## src/rtl/regfile_seq_pkg.sv

```systemverilog
// regfile_seq_pkg: shared definitions for the register-file sequencer.
//   DATA_W_DEF / ADDR_W_DEF : default data and register-address widths
//   op_e                    : instruction opcode encoding (3 bits)
//   state_e                 : sequencer state encoding
package regfile_seq_pkg;

    localparam int DATA_W_DEF = 8;
    localparam int ADDR_W_DEF = 5;

    typedef enum logic [2:0] {
        OP_ADD = 3'd0,
        OP_SUB = 3'd1,
        OP_AND = 3'd2,
        OP_OR  = 3'd3,
        OP_XOR = 3'd4,
        OP_MOV = 3'd5,
        OP_LDI = 3'd6,
        OP_NOP = 3'd7
    } op_e;

    typedef enum logic [1:0] {
        ST_IDLE,
        ST_READ,
        ST_EXEC,
        ST_WRITE
    } state_e;

endpackage

```

## src/rtl/regseq_alu.sv

```systemverilog
// regseq_alu: combinational ALU for the register-file sequencer.
//   op    in  opcode
//   a, b  in  operands read from the register file
//   imm   in  immediate (LDI)
//   res   out result modulo 2**DATA_W
//   carry out carry-out (ADD) / borrow (SUB), 0 otherwise;
//             port exists only when REGSEQ_FLAGS_EN is defined
module regseq_alu
    import regfile_seq_pkg::*;
#(
    parameter int DATA_W = DATA_W_DEF
) (
    input  op_e               op,
    input  logic [DATA_W-1:0] a,
    input  logic [DATA_W-1:0] b,
    input  logic [DATA_W-1:0] imm,
    output logic [DATA_W-1:0] res
`ifdef REGSEQ_FLAGS_EN
    ,
    output logic              carry
`endif
);

    always_comb begin
        res = '0;
        case (op)
            OP_ADD:  res = a + b;
            OP_SUB:  res = a - b;
            OP_AND:  res = a & b;
            OP_OR:   res = a | b;
            OP_XOR:  res = a ^ b;
            OP_MOV:  res = a;
            OP_LDI:  res = imm;
            default: res = '0;
        endcase
    end

`ifdef REGSEQ_FLAGS_EN
    // a+b overflows exactly when a exceeds the headroom left by b (~b).
    always_comb begin
        carry = 1'b0;
        case (op)
            OP_ADD:  carry = (a > ~b);
            OP_SUB:  carry = (a < b);
            default: carry = 1'b0;
        endcase
    end
`endif

endmodule

```

## src/rtl/regfile_seq.sv

```systemverilog
// regfile_seq: multi-cycle sequencer driving a single-port-style register file.
// Each instruction runs as READ -> EXEC -> WRITE (ALU/MOV), WRITE only (LDI),
// or retires at once (NOP). done pulses in the IDLE cycle after retirement.
//   clk, reset              clock, asynchronous active-high reset
//   in_valid/in_ready       instruction handshake (ready only in IDLE)
//   in_op/rd/rs1/rs2/imm    instruction fields
//   rf_rA/rf_rB/rf_data/rf_we  register-file control (registered)
//   rf_outA/rf_outB         register-file read data
//   done, result            retire pulse and last written value
//   flag_z, flag_c          zero / carry flags, live only with REGSEQ_FLAGS_EN
module regfile_seq
    import regfile_seq_pkg::*;
#(
    parameter int DATA_W = DATA_W_DEF,
    parameter int ADDR_W = ADDR_W_DEF
) (
    input  logic              clk,
    input  logic              reset,
    input  logic              in_valid,
    output logic              in_ready,
    input  logic [2:0]        in_op,
    input  logic [ADDR_W-1:0] in_rd,
    input  logic [ADDR_W-1:0] in_rs1,
    input  logic [ADDR_W-1:0] in_rs2,
    input  logic [DATA_W-1:0] in_imm,
    output logic [ADDR_W-1:0] rf_rA,
    output logic [ADDR_W-1:0] rf_rB,
    output logic [DATA_W-1:0] rf_data,
    output logic              rf_we,
    input  logic [DATA_W-1:0] rf_outA,
    input  logic [DATA_W-1:0] rf_outB,
    output logic              done,
    output logic [DATA_W-1:0] result,
    output logic              flag_z,
    output logic              flag_c
);

    state_e            state;
    op_e               op_q;
    logic [ADDR_W-1:0] rd_q;
    logic [DATA_W-1:0] imm_q;
    logic [DATA_W-1:0] alu_res;
    op_e               in_op_e;

    assign in_op_e  = op_e'(in_op);
    assign in_ready = (state == ST_IDLE);

`ifdef REGSEQ_FLAGS_EN
    logic alu_c;
`endif

    regseq_alu #(.DATA_W(DATA_W)) u_alu (
        .op    (op_q),
        .a     (rf_outA),
        .b     (rf_outB),
        .imm   (imm_q),
        .res   (alu_res)
`ifdef REGSEQ_FLAGS_EN
        ,
        .carry (alu_c)
`endif
    );

    // Outputs are registered on the edge that enters each state, so the
    // register-file controls are stable for the whole state cycle.
    always_ff @(posedge clk or posedge reset) begin
        if (reset) begin
            state   <= ST_IDLE;
            op_q    <= OP_ADD;
            rd_q    <= '0;
            imm_q   <= '0;
            rf_rA   <= '0;
            rf_rB   <= '0;
            rf_data <= '0;
            rf_we   <= 1'b0;
            done    <= 1'b0;
            result  <= '0;
        end else begin
            done <= 1'b0;
            case (state)
                ST_IDLE: begin
                    if (in_valid) begin
                        op_q  <= in_op_e;
                        rd_q  <= in_rd;
                        imm_q <= in_imm;
                        case (in_op_e)
                            OP_LDI: begin
                                rf_rA   <= in_rd;
                                rf_data <= in_imm;
                                rf_we   <= 1'b1;
                                state   <= ST_WRITE;
                            end
                            OP_NOP: begin
                                done <= 1'b1;
                            end
                            default: begin
                                rf_rA <= in_rs1;
                                rf_rB <= in_rs2;
                                state <= ST_READ;
                            end
                        endcase
                    end
                end
                ST_READ: begin
                    state <= ST_EXEC;
                end
                ST_EXEC: begin
                    // rf_data doubles as the latched ALU result for WRITE.
                    rf_rA   <= rd_q;
                    rf_data <= alu_res;
                    rf_we   <= 1'b1;
                    state   <= ST_WRITE;
                end
                ST_WRITE: begin
                    rf_we  <= 1'b0;
                    result <= rf_data;
                    done   <= 1'b1;
                    state  <= ST_IDLE;
                end
                default: begin
                    rf_we <= 1'b0;
                    state <= ST_IDLE;
                end
            endcase
        end
    end

`ifdef REGSEQ_FLAGS_EN
    // MOV and LDI touch only the zero flag; the carry flag keeps its value.
    always_ff @(posedge clk or posedge reset) begin
        if (reset) begin
            flag_z <= 1'b0;
            flag_c <= 1'b0;
        end else if (state == ST_EXEC) begin
            flag_z <= (alu_res == '0);
            if (op_q != OP_MOV) begin
                flag_c <= alu_c;
            end
        end else if (state == ST_IDLE && in_valid && in_op_e == OP_LDI) begin
            flag_z <= (in_imm == '0);
        end
    end
`else
    assign flag_z = 1'b0;
    assign flag_c = 1'b0;
`endif

endmodule

```

## config.mk

```make
export PLATFORM = sky130hd
export DESIGN_NAME = regfile_seq
export DESIGN_NICKNAME = d
export VERILOG_FILES = /design/src/rtl/regfile_seq_pkg.sv /design/src/rtl/regseq_alu.sv /design/src/rtl/regfile_seq.sv
export SDC_FILE = /design/constraint.sdc
export NUM_CORES = 1
export LEC_CHECK = 0
export BUFFER_PORTS_ARGS = -buffer_cell sky130_fd_sc_hd__buf_2
export CORE_MARGIN = 2
export CORE_UTILIZATION = 54
export DETAILED_ROUTE_END_ITERATION = 16
export PLACE_DENSITY = 0.8
export RECOVER_POWER = 100
export SYNTH_ARGS = -nofsm -noshare
export SYNTH_HDL_FRONTEND = slang
export SYNTH_SLANG_ARGS = --single-unit
export TNS_END_PERCENT = 50
```

## constraint.sdc

```tcl
create_clock -name clk -period 2.7 [get_ports clk]
set_input_delay 0.135 -clock clk [delete_from_list [all_inputs] [get_ports clk]]
set_output_delay 0.135 -clock clk [all_outputs]
set_load 0.03 [all_outputs]
```

# Yosys cells after proc, flatten, opt, wreduce, memory -nomap -nowiden
# Cells that the tools add are included.
dict set report totals {
  register_bits 46
  latch_bits 0
  mem_bits_rw 0
  romBits 0
  out_inout_bits 31
  wordCells 57
  mem_count 0
}
dict set report classes {
  addsub 2
  multipliers 0
  n_div 0
  magnitude_cmp 0
  eq_ne 14
  shift 0
  mux 16
  bitwise_logic 4
  n_reduce_logical 11
}
# operator n
set op_table {}
lappend op_table {{one-hot mux 8 bit (7 select lines)} 1}
lappend op_table {{one-hot mux 5 bit (2 select lines)} 2}
lappend op_table {{2-to-1 mux 8 bit} 2}
lappend op_table {{one-hot mux 8 bit (2 select lines)} 1}
lappend op_table {{equality test 3 bit, second input constant} 5}
lappend op_table {{AND reduction 3 bit} 4}
lappend op_table {{adder 8 bit} 1}
lappend op_table {{bitwise AND 8 bit} 1}
lappend op_table {{bitwise OR 8 bit} 1}
lappend op_table {{one-hot mux 2 bit (4 select lines)} 1}
lappend op_table {{subtractor 8 bit} 1}
lappend op_table {{XOR 8 bit} 1}
lappend op_table {{equality test 3 x 2 -> 1 bit, second input constant} 2}
lappend op_table {{2-to-1 mux 5 bit} 1}
lappend op_table {{equality test 2 bit, second input constant} 2}
lappend op_table {{2-to-1 mux 1 bit} 4}
lappend op_table {{inequality test 2 bit, second input constant} 2}
lappend op_table {{one-hot mux 2 bit (2 select lines)} 1}
lappend op_table {{AND reduction 2 bit} 2}
lappend op_table {{equality test 3 x 1 -> 1 bit, second input constant} 1}
lappend op_table {{logical NOT 3 bit} 1}
lappend op_table {{one-hot mux 1 bit (3 select lines)} 1}
lappend op_table {{nonzero test 3 bit} 1}
lappend op_table {{equality test 2 x 1 -> 1 bit, second input constant} 1}
lappend op_table {{other kinds (7)} 7}

# Logic depth before layout (Yosys ltp)
dict set report depth {
  depth_word 4
  ltp_mapped 12
  mapped_depth_nobuf 12
}

# Cells and area by module
# From an unflattened synthesis, not the netlist that was laid out.
dict set report hier_totals {
  cells_unflattened 307
  hier_area_um2 3243.1
}
# mod n_inst cells_per_inst area_per_inst_um2 seq_area_each_um2
set by_module_without_submodules {}
lappend by_module_without_submodules {regfile_seq 1 155 2143.3 1151.1}
lappend by_module_without_submodules {regseq_alu 1 152 1099.8 0.0}

# Worst setup path before layout
# Ideal clock, no wire load.
dict set report synth_timing {
  kind {register to register}
  startpoint {reg op_q[1]}
  endpoint {reg rf_data[2]}
  setup_time_ns 0.065
  arrival_ns 2.426
  slack_ns 0.209
  path_stages_with_launch 10
  period_less_slack_ns 2.491
  cell_sequence {dfrtp_1 nor3b_4 mux2_2 fa_1 nor2b_1 o32a_1 o22ai_1 a31oi_1 o221ai_1 o21a_1}
}
dict set report synth_between {
  elab_chain_len 3
  elab_cells_between_ends 9
  cone_classes {eq/ne: 6; mux: 2; reduce/logical: 1}
}
# item line_no
set synth_lines {}
lappend synth_lines {{from (decl)} regfile_seq.sv:39} ;# op_e op_q;
lappend synth_lines {{from (signal assigned)} regfile_seq.sv:83} ;# op_q <= in_op_e;
lappend synth_lines {{equality test 3 bit, or another cell as far along} regseq_alu.sv:26} ;# case (op)
lappend synth_lines {{one-hot mux 8 bit (7 select lines) *} regseq_alu.sv:26}
lappend synth_lines {{one-hot mux 8 bit (2 select lines) *} regfile_seq.sv:80} ;# case (state)
lappend synth_lines {{to (signal assigned)} regfile_seq.sv:89} ;# rf_data <= in_imm;
lappend synth_lines {{to (signal assigned)} regfile_seq.sv:110} ;# rf_data <= alu_res;
lappend synth_lines {{to (decl)} regfile_seq.sv:28} ;# output logic [DATA_W-1:0] rf_data,
# Mark *: on every way between the ends. The rest lies on a longest branch, timed or not.
# A chain may end at the register's enable or synchronous reset.

# Worst setup path after layout
# Ends and elaborated chain as after synthesis.

==> summary.md <==
| Metric | Value |
|---|---|
| Status | `finished, violations left` |
| Failing checks | `capacitance limit, slew limit` |
| Syn Std Cell Area | `3130 um^2` |
| Setup crit end kind | `flop` |
| Period Utilization, post-route | `roughly 93%` |
| Pre-Repair DR Iteration Count | `4` |
| Die H | `approximately 80 um` |
| Vias in the first global route | `approximately 2600` |
| Area Growth Syn to Fin | `15.3%` |
| Layout net count | `between 400 and 500` |
| Ys Warns | `0` |
| Pwr per Cell Area | `1140 nW/um^2` |
| Top-Level Pins | `76` |
| CTS Buffer Depth | `2` |
| CTS tree | `done` |
| Filler cell count | `approximately 470` |
| Final Setup Violations | `0` |
| CTS sink count | `46` |
| Routed vias | `2682` |
| HPWL after DPL | `5.48 mm` |
| CTS Hold Bufs | `0` |
| Crit-path leading delay family | `compound AO/OA/AOI/OAI gates` |
| Top Usage Layer GRT | `met2` |
| Max Freq | `just under 0.4 GHz` |
| Placer congestion estimate | `approximately 0.94` |
| Slew headroom | `-12.8%` |
| Critical path's largest stage delay | `~0.42 ns` |
| Min setup slack post-route | `around 0.18 ns` |
| GRT met2 Usage | `slightly below 40%` |
| Ys flop type | `dfrtp_1` |
| Initial DRC Count | `approximately 140` |
| Setup crit start kind | `flop` |
| Asr flop ratio synth | `between 90% and 100%` |
| Register-to-register setup slack | `0.18 ns` |
| Comb power frac | `a little under 60%` |
| I/O Buffers | `73` |
| Clk root buf | `clkbuf_8` |
| First-pass GRT wire length | `11.7 mm` |
| CTS H-tree depth | `2` |
| PostCTS Resize Cnt | `0` |
| Peak supply drop | `between 0.8 and 0.9 mV` |
| Int Pwr | `around 2.2 mW` |
| Slew Viols, Final | `47` |
| CP max-delay cell | `fa_1` |
| FP Rows | `27` |
| Tot GR Track Use | `between 20% and 30%` |
| Worst Skew | `approximately 0.0069 ns` |
| Worst-Margin Slew | `1.69 ns` |
| Critical path buffer and inverter count | `0` |
| Final Hold Slack | `0.0417 ns` |
| Worst skew pair latency | `about 0.3 ns` |
| Sequential Power Share | `about 30%` |
| Required @ worst endpoint | `just under 3 ns` |
| Die area | `between 6000 and 7000 um^2` |
| CP Max Fanout | `2` |
| Final core utilization | `65.0%` |
| Layout cells sized above 1 | `a little over a fifth` |
| Setup Fix Bufs, Post-CTS | `0` |
| DR vias/cell | `5.56` |
| RSZ-0062 raised after global routing | `no` |
| Psw | `a little under 2 mW` |
| Mapped Cells | `between 300 and 400` |
| Antenna Cells | `0` |
| Clk network pwr share | `a little over 10%` |
| Global-route met3 utilization | `5.62%` |
| CP Cell Sequence | `nor3b_4 > mux2_2 > fa_1 > nor2b_1 > o32a_1 > o22ai_1 > a31oi_1 > o221ai_1 > o21a_1` |
| Synth unique cells | `48` |
| DRC | `0` |
| Max cap viols | `1` |
| Post-synth EDFFs | `0` |
| Core ar. | `5540 um^2` |
| Largest net degree at the start of global routing | `47` |
| Worst min path class | `in2reg` |
| Overall Power | `between 4 and 5 mW` |
| Die W | `approximately 80 um` |
| Detail Route Antenna Nets | `0` |
| Worst-path clk slew | `about 0.080 ns` |
| Setup Total Neg Slack | `0 ns` |
| Leakage | `roughly 1.7 nW` |
| Final WL | `7.14 mm` |
| Post-layout minimum cycle time | `between 2 and 3 ns` |
| Initial antenna violation count | `0` |
| Final Hold Vio Count | `0` |
| Gr ovfl total | `0` |
| WS Path Type | `reg2reg` |
| Switching Fraction | `47.5%` |
| Syn Area/Cell | `about 9.3 um^2` |
| Dpl ws | `between 0.2 and 0.25 ns` |
| DR WL/cell | `about 15 um` |
| Met1 Use GR | `between 20% and 30%` |
| Register area share after synthesis | `36.8%` |
| Starting Density | `between 50% and 60%` |
| CTS Buf Count | `5` |
| CP Data Arrival Time | `approximately 2.8 ns` |
| FF+latch count, synth | `46` |
[final timing paths]
path / from / endpoint / cells past startpoint
worst max-delay path: op_q[1] / rf_data[2] / 9
worst min-delay path: in_rd[3] / rd_q[3] / 3
worst max register to register: op_q[1] / rf_data[2] / 9
worst min register to register: imm_q[3] / imm_q[3] / 2
max in group asynchronous: reset / result[3] / 2
min in group asynchronous: reset / rf_rB[1] / 2
[metal layers]
layer  wire, um  up-vias
li1           -     1305
met1       3130     1261
met2       3390      103
met3        497       13
met4        118        0
met5          0        -
[layout make-up]
cell class	count	area, um^2	area share [%]
clock buffers	7	86.3	2.40
clock inverters	1	5.00	0.139
inverters	27	101	2.81
multi-input cells	248	1790	49.6
flip-flops and latches	46	1150	32.0
well taps	72	90.1	2.50
repair buffers	81	383	10.6
[tightest hold or removal path, delay by kind of cell]
kind | cells | cell delay (ns)
buffers and inverters | 1 | 0.09
and+or+nand+nor | 2 | 0.09
[state kept, by name, summed over array words and instances (netlist names)]
name / count
op_q: 3
rf_rB: 5
rd_q: 5
rf_rA: 5
rf_data: 8
rf_we: 1
done: 1
result: 8
imm_q: 8
state: 2
[cells in the mapped netlist, drive strengths merged, types with 3 or more instances]
master  number  share of area, %
ha          28                11
nor2b        5               1.0
buf         10               2.2
nor2        17               2.1
nand2b       5               1.0
dfrtp       46                37
a21oi       22               3.5
o221ai       6               1.7
a21o         3              0.72
a211oi       5               1.2
xnor2        7               2.0
o21ai       23               3.7
o21a         6               1.4
mux2        23               8.3
a31oi        5               1.0
inv         27               3.2
nand2       51               6.1
nor3         3              0.64
mux2i       12               3.8
clkbuf       6              0.72
a221oi       4               1.3
[logic make-up (layout without fill, tap and decap cells)]
logic type | after synthesis | after routing | share of synthesized area, %
compound gates | 84 | 84 | 17.5
xor+xnor | 8 | 8 | 2.24
fa+ha+maj | 29 | 29 | 11.8
buf+inv | 43 | 116 | 6.17
flops | 46 | 46 | 36.8
mux | 35 | 35 | 12.1
other cells | 1 | 2 | 0.120
simple gates | 90 | 90 | 13.2
[power by group through the flow]
stage | registers, mW | clock network [mW] | logic, mW
2_1_floorplan | 1.64 | 0 | 1.49
3_3_place_gp | 1.24 | 0 | 2.47
3_5_place_dp | 1.25 | 0 | 2.53
4_1_cts | 1.24 | 0.439 | 2.53
5_1_grt | 1.28 | 0.466 | 2.69
6_report | 1.24 | 0.425 | 2.45
[layout by cell type (no fill, tap or decap), drive strengths merged, types with 2 or more instances in the layout]
master,count
clkbuf,38
buf,50
o21ai,23
conb,2
xnor2,7
nand3,2
dfrtp,46
a31oi,5
mux2,23
ha,28
nor3,3
nor2,17
nor2b,5
a211oi,5
nand2b,5
a221oi,4
o22a,2
and3,2
a21o,3
inv,27
mux2i,12
a21oi,22
nand2,51
o221ai,6
o21a,6
[through the flow]
stage	cells	cell area, um^2
2_1_floorplan	337	3130
3_3_place_gp	474	3550
3_5_place_dp	474	3550
4_1_cts	482	3640
5_1_grt	482	3600
6_report	482	3600
(Power assumes the default switching activity.)
